### src/rtl/moore_seq_detect.sv
// Purpose: Moore serial pattern detector with a saturating match counter.
// Latency: y rises one cycle after the completing bit; the counter updates on that same edge.
// Backpressure: none. in_valid=0 stalls the FSM and counter; no ready is returned.
module moore_seq_detect #(
  parameter int              PAT_W   = 3,
  parameter logic [PAT_W-1:0] PATTERN = 3'b101,
  parameter bit              OVERLAP = 1'b1,
  parameter int              CNT_W   = 8
) (
  input  logic             clk,
  input  logic             rst,
  input  logic             in_valid,
  input  logic             in,
  input  logic             clr_cnt,
  output logic             y,
  output logic [CNT_W-1:0] match_cnt,
  output logic             cnt_sat
);

  localparam int SW = $clog2(PAT_W + 1);

  // A state is the matched prefix length k, so the values run from 0 (empty) to PAT_W (MATCH).
  typedef logic [SW-1:0] state_t;
  localparam state_t S0      = '0;
  localparam state_t S_MATCH = SW'(PAT_W);

  localparam logic [CNT_W-1:0] CNT_MAX = {CNT_W{1'b1}};

  generate
    if (PAT_W < 2 || PAT_W > 16) begin : g_bad_pat_w
      $error("moore_seq_detect: PAT_W must be within 2..16");
    end
    if (CNT_W < 1) begin : g_bad_cnt_w
      $error("moore_seq_detect: CNT_W must be at least 1");
    end
  endgenerate

  // Pattern bit i counted in arrival order (i=0 is the first bit received).
  function automatic logic pbit(input int i);
    logic [PAT_W-1:0] sh;
    sh = PATTERN >> (PAT_W - 1 - i);
    return sh[0];
  endfunction

  // Length of the longest proper border of PATTERN. Overlapping detection resumes from here after MATCH.
  function automatic int border_len();
    int best;
    logic ok;
    best = 0;
    for (int j = 1; j < PAT_W; j++) begin
      ok = 1'b1;
      for (int m = 0; m < PAT_W; m++) begin
        if (m < j && pbit(m) != pbit(PAT_W - j + m)) ok = 1'b0;
      end
      if (ok) best = j;
    end
    return best;
  endfunction

  localparam int BORDER = border_len();

  // Compute the longest pattern prefix that is also a suffix of (first k pattern bits, then b).
  function automatic state_t next_len(input state_t k, input logic b);
    state_t best;
    logic   ok;
    logic   sb;
    int     pos;
    best = S0;
    for (int j = 1; j <= PAT_W; j++) begin
      if (j <= int'(k) + 1) begin
        ok = 1'b1;
        for (int m = 0; m < PAT_W; m++) begin
          if (m < j) begin
            pos = int'(k) + 1 - j + m;
            sb  = (pos == int'(k)) ? b : pbit(pos);
            if (sb != pbit(m)) ok = 1'b0;
          end
        end
        if (ok) best = SW'(j);
      end
    end
    return best;
  endfunction

  state_t           state, state_nxt, base;
  logic             hit;
  logic [CNT_W-1:0] cnt_nxt;
  logic             sat_nxt;

  // Next-state: the FSM advances only on qualified bits. From MATCH it restarts at the border or at empty.
  always_comb begin
    state_nxt = state;
    base      = state;
    hit       = 1'b0;
    if (in_valid) begin
      if (state == S_MATCH) begin
        base = OVERLAP ? SW'(BORDER) : S0;
      end
      state_nxt = next_len(base, in);
      hit       = (state_nxt == S_MATCH);
    end
  end

  // Counter next value: a clear wins over the old count, and a same-edge match still counts once.
  always_comb begin
    cnt_nxt = match_cnt;
    if (clr_cnt) begin
      cnt_nxt = hit ? CNT_W'(1) : '0;
    end else if (hit && match_cnt != CNT_MAX) begin
      cnt_nxt = match_cnt + CNT_W'(1);
    end
    sat_nxt = (clr_cnt ? 1'b0 : cnt_sat) | (cnt_nxt == CNT_MAX);
  end

  // State register with asynchronous reset.
  always_ff @(posedge clk or posedge rst) begin
    if (rst) begin
      state <= S0;
    end else begin
      state <= state_nxt;
    end
  end

  // Match counter and sticky saturation flag.
  always_ff @(posedge clk or posedge rst) begin
    if (rst) begin
      match_cnt <= '0;
      cnt_sat   <= 1'b0;
    end else begin
      match_cnt <= cnt_nxt;
      cnt_sat   <= sat_nxt;
    end
  end

  assign y = (state == S_MATCH);

endmodule

### config.mk
export PLATFORM = sky130hd
export DESIGN_NAME = moore_seq_detect
export DESIGN_NICKNAME = d
export VERILOG_FILES = /design/src/rtl/moore_seq_detect.sv
export SDC_FILE = /design/constraint.sdc
export NUM_CORES = 1
export LEC_CHECK = 0
export ABC_AREA = 1
export CAP_MARGIN = 20
export CORE_MARGIN = 10
export CORE_UTILIZATION = 49
export DETAILED_ROUTE_END_ITERATION = 12
export MAX_ROUTING_LAYER = met4
export PLACE_DENSITY = 0.73
export SYNTH_ARGS = -nofsm -noshare
export SYNTH_HDL_FRONTEND = slang
export SYNTH_SLANG_ARGS = --single-unit
### constraint.sdc
create_clock -name clk -period 1.95 [get_ports clk]
set_input_delay 0.2925 -clock clk [delete_from_list [all_inputs] [get_ports clk]]
set_output_delay 0.2925 -clock clk [all_outputs]
set_load 0.005 [all_outputs]
# Word-level counts from Yosys, hierarchy flattened
# Cells that the tools add are included.
# op_classes
addsub	14
magnitude_cmp	3
n_eq_ne	10
shifts	6
muxes	32
bitwise_logic	1
n_reduce_logical	1
# op_table
op	n
right shift 3 x 32 -> 1 bit (first input constant)	6
== test 32 x 3 -> 1 bit	4
subtractor 3 x 32 -> 32 bit (first input constant)	4
<= comparator 3 x 32 -> 1 bit (first input constant)	2
adder 32 x 2 -> 32 bit (second input constant)	1
<= comparator 2 x 32 -> 1 bit (first input constant)	1
subtractor 32 x 2 -> 32 bit (second input constant)	1
subtractor 32 x 3 -> 32 bit (second input constant)	1
two-way mux 1 bit	23
two-way mux 8 bit	2
two-way mux 2 bit	7
adder 8 x 1 -> 8 bit (second input constant)	1
== test 8 bit (second input constant)	1
!= test 8 bit (second input constant)	1
subtractor 3 x 5 -> 6 bit (first input constant)	1
adder 4 x 2 -> 5 bit (second input constant)	1
adder 4 x 3 -> 5 bit (second input constant)	1
== test 5 x 3 -> 1 bit	1
subtractor 3 x 4 -> 5 bit (first input constant)	1
== test 2 bit (second input constant)	2
== test 4 x 3 -> 1 bit	1
subtractor 3 x 2 -> 4 bit (second input constant)	1
adder 2 x 1 -> 3 bit (second input constant)	1
logical AND 1 bit	1
OR 1 bit	1
# word_totals
regBits	11
input_bits	5

# Depth between registers and ports, before layout
# depth
ltp_word	25
ltp_mapped	11

# Least setup slack after synthesis
# OpenSTA, ideal clock, no wires.
# synth_path
path_type	register -> register
from	reg match_cnt[0]
to	reg cnt_sat
arrival_ps	1399
required_ps	1885
path_slack_ps	486
path_stages_with_launch	11
n_path_buf	0
synth_period_minus_slack_ps	1464
path_cell_list	dfrtp_1 ha_1 nand2_4 nor2_8 a21oi_2 nor2_1 nor2_2 nand2_1 nor2_1 nand2_1 nand2_1
# synth_via
elab_chain_len	6
word_cells_on_any_way	7
# synth_rtl
element	line_no	source
start, declared	16	output logic [CNT_W-1:0] match_cnt,
start signal, assigned	130	match_cnt <= cnt_nxt;
parallel branches: the longest is 2 deep, another holds adder 8 x 1 -> 8 bit	n/a	
two-way mux 8 bit (*)	109	end else if (hit && match_cnt != CNT_MAX) begin
two-way mux 8 bit (*)	107	if (clr_cnt) begin
named net cnt_nxt[1]	87	logic [CNT_W-1:0] cnt_nxt;
== test 8 bit (*)	112	sat_nxt = (clr_cnt ? 1'b0 : cnt_sat) | (cnt_nxt == CNT_MAX);
OR 1 bit (*)	112	
named net sat_nxt	88	logic sat_nxt;
end signal, assigned	131	cnt_sat <= sat_nxt;
end, declared	17	output logic cnt_sat
# Mark *: on every way through the listed nets, which the timed path passes.
# A chain may end at the register's enable or synchronous reset.

# Worst setup path in the final report
# layout_path
from	reg match_cnt[2]
to	out match_cnt[2]
# No word-level cell between the ends.

==> flow_summary.ini <==
[status]
status = finished clean

[timing]
finalSetupViolCount = 0
fin_setup_tns_ns = 0
fin_skew_ns = 0.00328
worstMarginPinSlew_ns = 0.443
rsz0062_at_grt = no
relSlewSlack_pct = 70.4
hold_violations = 0
slew_viol_final = 0
fin_crit_sh_pct = 86.1
min_period_ns = 1.68
fmax_mhz = 596

[clock_tree]
cts_tree = yes
clock_sinks = 11
holdBufCountCts = 0
postCtsSetupBuffers = 0
post_cts_resized = 0
cts_root_buf = clkbuf_4
cts_buffers = 3
insertion_delay_ns = 0.27
clk_path_buf_depth = 2
htreeDepth = 1
path_clk_slew_ns = 0.07

[power]
p_leak_nw = 0.498
power_w = 0.000448
powerDensity_mw_per_mm2 = 470
power.internal_w = 0.000337
p_seq_share_pct = 53.8
swShare_pct = 24.8
peakVddDrop_mv = 0.320
power_frac_clock_pct = 35.3
power_switching_w = 0.000111
combPwrFrac_pct = 11.0

[floorplanning]
core-area_mm2 = 0.00149
io_pins = 15
initial_core_util_pct = 50.9
die_h_um = 59.3
placementRows = 14
dieWidth_um = 59.3
die-area_mm2 = 0.00352

[global_routing]
grt_max_degree = 12
grt.total_usage_pct = 11.6
grt_pass1_wl_um = 3070
antenna_found_initial = 0
overflow = 0
grt_pass1_vias = 680

[drt]
drc = 0
dr.pass1.iters = 4
wire_per_inst_um = 12.8
vias_per_cell = 5.24
ant_nets = 0
wl_um = 1840
drtIter0Drc = 28
vias = 754

[synthesis]
synthTopCellsByArea = dfrtp_1 (36%), nand2_1 (21%), nand3_1 (7.3%)
async_reset_ff_share_pct = 100
synth_top_cell_area_share_pct = 36.3
yosysWarnings = 0
ys.flop_type = dfrtp_1
yosys.area.top_type = dfrtp_1
yosysSeqAreaShare_pct = 36.3
syn_area_um2 = 758
ys_ff_latch = 11
avgSynthCellArea_um2 = 6.96
synth-edff-count = 0
synth_cell_type_count = 20
synthCells = 109
syn_nets = 115

[setup_path]
cp.arrival_ns = 1.39
worst-path-buf-inv = 1
path_max_fanout = 7
cpPeakStageDelay_ns = 0.57
critPathRequiredTime_ns = 1.66
crit_family = buffers and inverters
worst_setup_path_start_kind = flop
slowest_stage = clkdlybuf4s50_1
critPathKind = reg2out
endpoint_kind = output port
crit_start = match_cnt[2]
crit_chain = clkdlybuf4s50_1
r2r-start = match_cnt[1]

[placement]
dp_hpwl_um = 1460
port_buffers = 14
gp_congestion = 0.871

[final_layout]
final_common_cell = nand2_1
diodes = 0
layout.nets = 135
final_cell_mix = nand2_1 (42), clkdlybuf4s50_1 (14), inv_1 (11), nand3_1 (11), dfrtp_1 (11)
final_layout_size_suffix_gt1_share_pct = 10.9
syn2layout_area_growth_pct = 25.9

[hold_path]
hp-class = in2async

[run]
cap_violations = 0
## final cells by class
cell class / count / area, µm²
clock buffer: 4 / 26.3
fill: 126 / 534
inverter: 13 / 48.8
multi-input combinational: 84 / 429
sequential: 11 / 275
tap: 16 / 20.0
timing repair buffer: 16 / 155
## power by group through the flow
stage               clock network, W  logic [W]  registers [W]
finish                      0.000158  0.0000493       0.000241
global route                0.000178  0.0000553       0.000242
CTS                         0.000163  0.0000498       0.000241
detailed placement                 0  0.0000497       0.000245
global placement                   0  0.0000486       0.000245
floorplan                          0  0.0000244       0.000244
## routing by layer
layer / up-vias / track usage, % / wire (µm) / share of wire, %
li1: 383 / - / - / -
met1: 341 / 14.1 / 821 / 45
met2: 24 / 16.9 / 875 / 48
met3: 6 / 3.86 / 118 / 6.4
met4: 0 / 5.25 / 25 / 1.4
met5: - / - / 0 / 0
## per-stage QoR
step | instance area (µm²) | hold WS (ns) | instances | util (%) | setup slack [ns]
after CTS | 955 | 0.327 | 144 | 64.1 | 0.272
after detailed placement | 928 | 0.471 | 140 | 62.4 | 0.149
final | 955 | 0.315 | 144 | 64.1 | 0.272
after floorplan | 758 | 0.145 | 109 | - | 0.486
after global placement | 928 | 0.468 | 140 | 62.4 | 0.183
after global routing | 955 | 0.345 | 144 | 64.1 | 0.153
## registers in the layout (all words and copies together) (netlist names)
name,cells
cnt_sat,1
match_cnt,8
state,2
## cells in the mapped netlist (2+ instances only)
master,number
a21oi_1,6
nand3_1,11
inv_1,11
xor2_1,2
nand3b_1,2
nor2_1,8
inv_2,2
nand2_4,3
o21ai_0,2
dfrtp_1,11
nand2_1,42
## worst paths after layout
path,slack (ns),end,cells past startpoint
setup / recovery,0.27,match_cnt[2],1
hold / removal,0.32,match_cnt[0],2
setup reg to reg,0.30,cnt_sat,11
hold reg to reg,0.49,cnt_sat,2
max in group asynchronous,1.33,match_cnt[6],2
min in group clk,0.49,cnt_sat,2
## cells by family after synthesis
group	Yosys count	share of synthesized area (%)
adder cells (fa/ha/maj)	1	1.65
AO/OA/AOI/OAI	11	8.42
XOR/XNOR	2	2.31
flip-flops	11	36.3
buffers and inverters	14	7.10
AND/OR/NAND/NOR	70	44.2
## worst reg2reg max path, stage by stage (launching register included)
cell and delay, ns:
dfrtp_1 0.43, ha_1 0.30, nand2_4 0.11, nor2_8 0.15
nand2_4 0.08, nand2_4 0.10, nand2_1 0.07, nand2_1 0.08
nand3_1 0.07, nor2_1 0.10, nand2_1 0.06, nand2_1 0.05
(Power assumes the default switching activity.)
